## config.mk

```make
export PLATFORM = sky130hd
export DESIGN_NAME = sha256_msg_schedule
export DESIGN_NICKNAME = d
export VERILOG_FILES = /design/src/rtl/sha256_pkg.sv /design/src/rtl/sha256_msg_schedule.sv
export SDC_FILE = /design/constraint.sdc
export NUM_CORES = 1
export LEC_CHECK = 0
export ABC_AREA = 1
export CAP_MARGIN = 10
export CELL_PAD_IN_SITES_DETAIL_PLACEMENT = 0
export CELL_PAD_IN_SITES_GLOBAL_PLACEMENT = 1
export CORE_ASPECT_RATIO = 0.75
export CORE_MARGIN = 2
export CORE_UTILIZATION = 45
export CTS_CLUSTER_DIAMETER = 30
export DETAILED_ROUTE_END_ITERATION = 10
export DONT_BUFFER_PORTS = 1
export PLACE_DENSITY = 0.87
export SETUP_SLACK_MARGIN = 0.05
export SYNTH_ARGS = -nofsm -noshare
export SYNTH_HDL_FRONTEND = slang
export SYNTH_SLANG_ARGS = --single-unit
```

## constraint.sdc

```tcl
create_clock -name clk -period 3.87 [get_ports clk]
set_input_delay 0.774 -clock clk [delete_from_list [all_inputs] [get_ports clk]]
set_output_delay 0.774 -clock clk [all_outputs]
set_load 0.005 [all_outputs]
```

## src/rtl/sha256_pkg.sv

```systemverilog
// Shared SHA-256 constants, schedule state type and the small sigma functions.
// The compression core reuses the sigma helpers alongside its own big-sigma logic.
package sha256_pkg;

  localparam int BLOCK_BYTES  = 64;
  localparam int WINDOW_WORDS = 16;
  localparam int ROUNDS       = 64;

  typedef enum logic {
    SCHED_COLLECT = 1'b0,
    SCHED_EMIT    = 1'b1
  } sched_state_t;

  function automatic logic [31:0] rotr(input logic [31:0] x, input int unsigned n);
    return (x >> n) | (x << (32 - n));
  endfunction

  function automatic logic [31:0] small_sigma0(input logic [31:0] x);
    return rotr(x, 7) ^ rotr(x, 18) ^ (x >> 3);
  endfunction

  function automatic logic [31:0] small_sigma1(input logic [31:0] x);
    return rotr(x, 17) ^ rotr(x, 19) ^ (x >> 10);
  endfunction

endpackage

```

## src/rtl/sha256_msg_schedule.sv

```systemverilog
// SHA-256 message schedule: packs 64 streamed bytes into a 16-word window, then
// emits W0..W63 one per handshake, expanding the window in place with the sigma recurrence.
module sha256_msg_schedule
  import sha256_pkg::*;
(
  input  logic        clk,
  input  logic        rst_n,
  input  logic [7:0]  byte_in,
  input  logic        byte_valid,
  output logic [31:0] w_out,
  output logic        w_valid,
  input  logic        w_ready,
  output logic [5:0]  w_index,
  output logic        sched_done,
  output logic        byte_drop
);

  localparam logic [5:0] LAST_BYTE  = 6'(BLOCK_BYTES - 1);
  localparam logic [5:0] LAST_ROUND = 6'(ROUNDS - 1);

  sched_state_t state_q, state_d;
  logic [5:0]   cnt_q, cnt_d;
  logic [5:0]   t_q, t_d;
  logic [31:0]  win_q [WINDOW_WORDS];
  logic [31:0]  win_d [WINDOW_WORDS];
  logic         done_q, done_d;
  logic         drop_q, drop_d;
  logic [31:0]  w_next;

  // W[t+16] from the window holding W[t..t+15]; additions wrap at 32 bits.
  assign w_next = win_q[0] + small_sigma0(win_q[1]) + win_q[9] + small_sigma1(win_q[14]);

  // NOTE: every always_comb output gets a default first, so no path can infer a latch.
  always_comb begin
    state_d = state_q;
    cnt_d   = cnt_q;
    t_d     = t_q;
    win_d   = win_q;
    done_d  = 1'b0;
    drop_d  = 1'b0;
    case (state_q)
      SCHED_COLLECT: begin
        if (byte_valid) begin
          // The window acts as one 512-bit big-endian shift register: byte 0 ends in win[0][31:24].
          for (int i = 0; i < WINDOW_WORDS - 1; i++) begin
            win_d[i] = {win_q[i][23:0], win_q[i+1][31:24]};
          end
          win_d[WINDOW_WORDS-1] = {win_q[WINDOW_WORDS-1][23:0], byte_in};
          cnt_d = cnt_q + 6'd1;
          if (cnt_q == LAST_BYTE) begin
            state_d = SCHED_EMIT;
            t_d     = '0;
          end
        end
      end
      SCHED_EMIT: begin
        drop_d = byte_valid;
        if (w_ready) begin
          for (int i = 0; i < WINDOW_WORDS - 1; i++) begin
            win_d[i] = win_q[i+1];
          end
          win_d[WINDOW_WORDS-1] = w_next;
          t_d = t_q + 6'd1;
          if (t_q == LAST_ROUND) begin
            state_d = SCHED_COLLECT;
            done_d  = 1'b1;
            cnt_d   = '0;
          end
        end
      end
      default: state_d = SCHED_COLLECT;
    endcase
  end

  // NOTE: sequential state uses non-blocking assignments only, so every flop samples pre-edge values.
  always_ff @(posedge clk or negedge rst_n) begin
    if (!rst_n) begin
      state_q <= SCHED_COLLECT;
      cnt_q   <= '0;
      t_q     <= '0;
      done_q  <= 1'b0;
      drop_q  <= 1'b0;
      // NOTE: the window is a flop array, not a RAM, so it can and must clear on reset.
      for (int i = 0; i < WINDOW_WORDS; i++) begin
        win_q[i] <= '0;
      end
    end else begin
      state_q <= state_d;
      cnt_q   <= cnt_d;
      t_q     <= t_d;
      done_q  <= done_d;
      drop_q  <= drop_d;
      win_q   <= win_d;
    end
  end

  assign w_valid    = (state_q == SCHED_EMIT);
  assign w_out      = w_valid ? win_q[0] : '0;
  assign w_index    = t_q;
  assign sched_done = done_q;
  assign byte_drop  = drop_q;

endmodule

```

* Word level (Yosys, flattened, before mapping) *
Cells that the tools add are included.

operators by class
  add/sub/neg operators = 5
  equality and inequality tests = 6
  multiplexer cells = 21
  bitwise operators = 9
  reduce and logical (&&, ||, !) cells = 3

operators with widths
  kind                                                              count
  512-bit two-way mux                                               2
  512-bit case mux with 2 select lines                              1
  32-bit adder                                                      3
  32-bit bitwise XOR                                                2
  6-bit two-way mux                                                 6
  32-bit two-way mux                                                1
  13-bit by 32-bit OR with 32-bit output                            1
  14-bit by 32-bit OR with 32-bit output                            1
  15-bit by 32-bit OR with 32-bit output                            1
  25-bit by 32-bit OR with 32-bit output                            1
  32-bit by 22-bit bitwise XOR with 32-bit output                   1
  32-bit by 29-bit bitwise XOR with 32-bit output                   1
  6-bit case mux with 2 select lines                                2
  6-bit by 1-bit adder with 6-bit output (second input constant)    2
  6-bit equality test (second input constant)                       2
  1-bit two-way mux                                                 8
  2-bit != test (second input constant)                             3
  3-bit AND reduction                                               2
  2-bit by 1-bit != test with 1-bit output (second input constant)  1
  1-bit case mux with 2 select lines                                1
  2-bit AND reduction                                               1
  1-bit NOT                                                         1

word-level totals
  register bits = 527
  bits of input ports = 12
  output and inout port bits = 41
  word-level logic and storage cells = 65

* Longest topological paths before layout *
  word-level depth = 8
  gate-level depth with buffers = 20
  depth with buffers taken out = 19

* Worst setup path before layout *
Ideal clock, no wire load.

  path type = register to register
  start = register win_q[452] (netlist bit)
  end = register win_q[29] (netlist bit)
  setup time = 117 ps
  arrival = 3236 ps
  required time = 3753 ps
  slack = 518 ps
  stages on the path, launching flop included = 19
  buffers on the path = 1
  cells stage by stage = dfrtp_1 -> clkbuf_1 -> xnor2_1 -> xor2_1 -> fa_1 -> inv_1 -> fa_1 -> ha_1 -> fa_1 -> nand3_1 -> nand3_1 -> nand3_1 -> nand3_1 -> nand2_1 -> nand2_1 -> nand2_1 -> nand3_1 -> nand2_1 -> nand2_1

between the ends
  longest elaborated chain between the ends = 8
  elaborated cells between the ends (all ways) = 9
  those cells by class = add/sub (3); mux (2); bitwise (4)

ends and longest elaborated chain
  what                                                                                                     line                       text
  from (decl)                                                                                              sha256_msg_schedule.sv:24  logic [31:0] win_q [WINDOW_WORDS];
  from (signal assigned)                                                                                   sha256_msg_schedule.sv:93  win_q <= win_d;
  14-bit by 32-bit OR with 32-bit output / 25-bit by 32-bit OR with 32-bit output (equally long branches)  sha256_pkg.sv:15           return (x >> n) | (x << (32 - n));
  32-bit bitwise XOR                                                                                       sha256_pkg.sv:19           return rotr(x, 7) ^ rotr(x, 18) ^ (x >> 3);
  32-bit by 29-bit bitwise XOR with 32-bit output (*)                                                      sha256_pkg.sv:19
  32-bit adder (*) (3 in series)                                                                           sha256_msg_schedule.sv:31  assign w_next = win_q[0] + small_sigma0(win_q[1]) + win_q[9] + small_sigma1(win_q[14]);
  512-bit two-way mux (*)                                                                                  sha256_msg_schedule.sv:58  if (w_ready) begin
  512-bit case mux with 2 select lines (*)                                                                 sha256_msg_schedule.sv:41  case (state_q)

Every way passes the cells marked *; elsewhere a longest branch is shown, timed or not. The select of a mux whose other input is x is not followed.
A chain may end at the register's enable or synchronous reset.

* Worst setup path after layout *
  start = register win_q[471] (netlist bit)
  end = register win_q[24] (netlist bit)

Same word-level chain as after synthesis.

==> metrics.txt <==
outcome=finished with violations; failing checks=negative hold slack, max-slew violations; Starting Density=45.4%; dpl ws=-0.0198 ns; crit path kind=flop to flop; most used cell, CP=nand2_1; period utilization=96.7%; Gate Count Post-Synth=3,725; TritonCTS Buffers=103; CTS tree=built; final core utilization=51.9%; Worst Path Required=4.41 ns; via count=24.4k; Worst Path Arrival=4.29 ns; RSZ-0062 raised after global routing=true; count of final setup violators=0; total negative slack=0 ns; I/O Buffers=0; syn nets=3,832; Final Skew=0.0299 ns; DRC=0; Yosys cell types=32; total track usage=24.4%; Rel. slew slack=-42.1%; CP max-delay cell=fa_1; CP endpoint kind=flop; Fin. Hold Viols=122; H-tree depth=3; Via density=5.35; GRT overflow=0; Max clock buf depth=3; FF/Latch Area=13,200 um^2; synthesis-stage register bit count=527; Post-synth EDFFs=0; Clock Root Buffer=clkbuf_16; Synth Cell Area=29,600 um^2; HPWL after DPL=56.0 mm; worst-path maximum fanout=5; flop2flop setup slack=0.13 ns; Avg Cell Area, Syn=7.95 um^2; nets@finish=3,716; crit path cell chain=buf_4 -> xnor2_1 -> xor2_1 -> fa_1 -> fa_1 -> inv_1 -> ha_1 -> nand2_1 -> inv_1 -> nand2_1 -> nor2_1 -> nand3_1 -> nand4_1 -> nand3_1 -> nand2_1 -> nand2_1; first-pass GRT wire length=131 mm; first drt pass iteration count=6; YS warnings=0; core footprint=65,200 um^2; drt initial violations=2,748; Synth Flop Type=dfrtp_1; Die Width=300 um; Final Max Slew Viols=236; fill cell count=6,200; critical path buffer and inverter count=3; Core Rows=81; fmax=0.267 GHz; placed insts=4,375; I/O pin total=53; Setup crit start kind=flop; CP delay by family, top=adder cells; Multi-input gate area=13,300 um^2; DRT antenna net count=0; initial antenna violation count=0; Layout area overhead=14.2%; vias in the first global route=23.3k; Synth async-reset ratio=100%; Die Y=226 um; diodes inserted=0; Die ar.=67,900 um^2; Max Cap Violations=0; layout cell share with drive strength beyond 1=7.28%; largest net degree at the start of global routing=528; CTS sink cnt=527; Worst-path clk slew=0.05 ns; Worst Max-Slew Pin Slew=2.13 ns; Setup WS post-layout=0.127 ns; Worst-Skew Late Latency=0.67 ns; crit path time final=3.74 ns; Post-Layout Cell Count=4,567; CP max stage delay=0.51 ns; Wirelength per Cell=17.8 um; WHS=-0.115 ns; Post-Route WL=81.5 mm; register area share after synthesis=44.5%; hold crit path type=primary input to async pin; GP Congestion=0.976
## metrics by stage
stage               instance area [um^2]  hold slack (ns)
global route                       33800           -0.165
global placement                   30100            0.465
detailed placement                 30100            0.471
CTS                                33700           -0.175
finish                             33800           -0.115
floorplan                          29600            0.449
## logic make-up (layout without fill, tap and decap cells)
kind of cell	Yosys count	in the layout	share of synthesized area [%]
compound gates	902	902	18.9
xor+xnor	131	131	3.88
fa+ha+maj	95	95	5.59
buf+inv	843	814	11.1
flops	527	527	44.5
simple gates	1227	1227	16.0
## cells in the mapped netlist, types with 33 or more instances
library cell	number	area share, %
clkbuf_1	170	2.2
nand2_1	954	12
dfrtp_1	527	45
ha_1	33	1.4
xor2_1	64	1.9
fa_1	62	4.2
o21ai_0	380	6.4
o211ai_1	342	8.7
a31oi_1	148	3.1
inv_1	572	7.3
buf_2	77	1.3
nor2_1	197	2.5
nand3_1	46	0.78
xnor2_1	67	2.0
## path summary, 6_finish.rpt
| path | startpoint | end | cells past startpoint |
|---|---|---|---|
| setup reg to reg | win_q[471]$_DFFE_PN0P_ | win_q[24]$_DFFE_PN0P_ | 16 |
| hold / removal | rst_n | win_q[98]$_DFFE_PN0P_ | 0 |
| hold reg to reg | win_q[23]$_DFFE_PN0P_ | win_q[23]$_DFFE_PN0P_ | 2 |
| min in group clk | byte_valid | byte_drop$_DFF_PN0_ | 2 |
| max in group asynchronous | rst_n | w_valid$_DFF_PN0_ | 0 |
| setup / recovery | win_q[471]$_DFFE_PN0P_ | win_q[24]$_DFFE_PN0P_ | 16 |
## metal layers
| layer | GRT usage, % | wire length [um] | share of wire [%] | vias up |
|---|---|---|---|---|
| met2 | 34.2 | 33800 | 41 | 708 |
| met4 | 5.39 | 1370 | 1.7 | 0 |
| li1 | - | - | - | 11800 |
| met1 | 38.0 | 40400 | 50 | 11800 |
| met3 | 5.21 | 5970 | 7.3 | 115 |
| met5 | 0 | 0 | 0 | - |
## registers in the layout, indices dropped and copies added (netlist names)
signal and count:
win_q 512, cnt_q 6, w_index 6, byte_drop 1
sched_done 1, w_valid 1
## layout make-up
class                   instances  area share, %
well taps                     871           3.22
repair buffers                 46           1.54
multi-input cells            2355           39.2
flip-flops and latches        527           39.0
clock inverters                60           2.10
inverters                     576           6.43
clock buffers                 132           8.42
## cells in the final DEF, fill, tap and decap left out, types with 27 or more instances in the layout
cell and count:
o21ai_0 379, xnor2_1 60, ha_1 27, buf_4 32, a31oi_1 148, clkinv_2 27
o211ai_1 342, nand2_1 953, nor2_1 192, xor2_1 61, inv_1 572, fa_1 61
nand3_1 44, clkbuf_16 105, dfrtp_1 519
## timing repair
| item | in CTS | in global routing |
|---|---|---|
| endpoints found under the hold margin | 527 | 312 |
| endpoints found under the setup margin | 3 | 21 |
| resized for setup | 1 | 37 |
| buffers inserted | 0 | 0 |
| pin swaps | 0 | 3 |
Power is left out: the tool's default activity adds up to more than one toggle a clock period on the data nets, which glitch-free logic cannot reach.
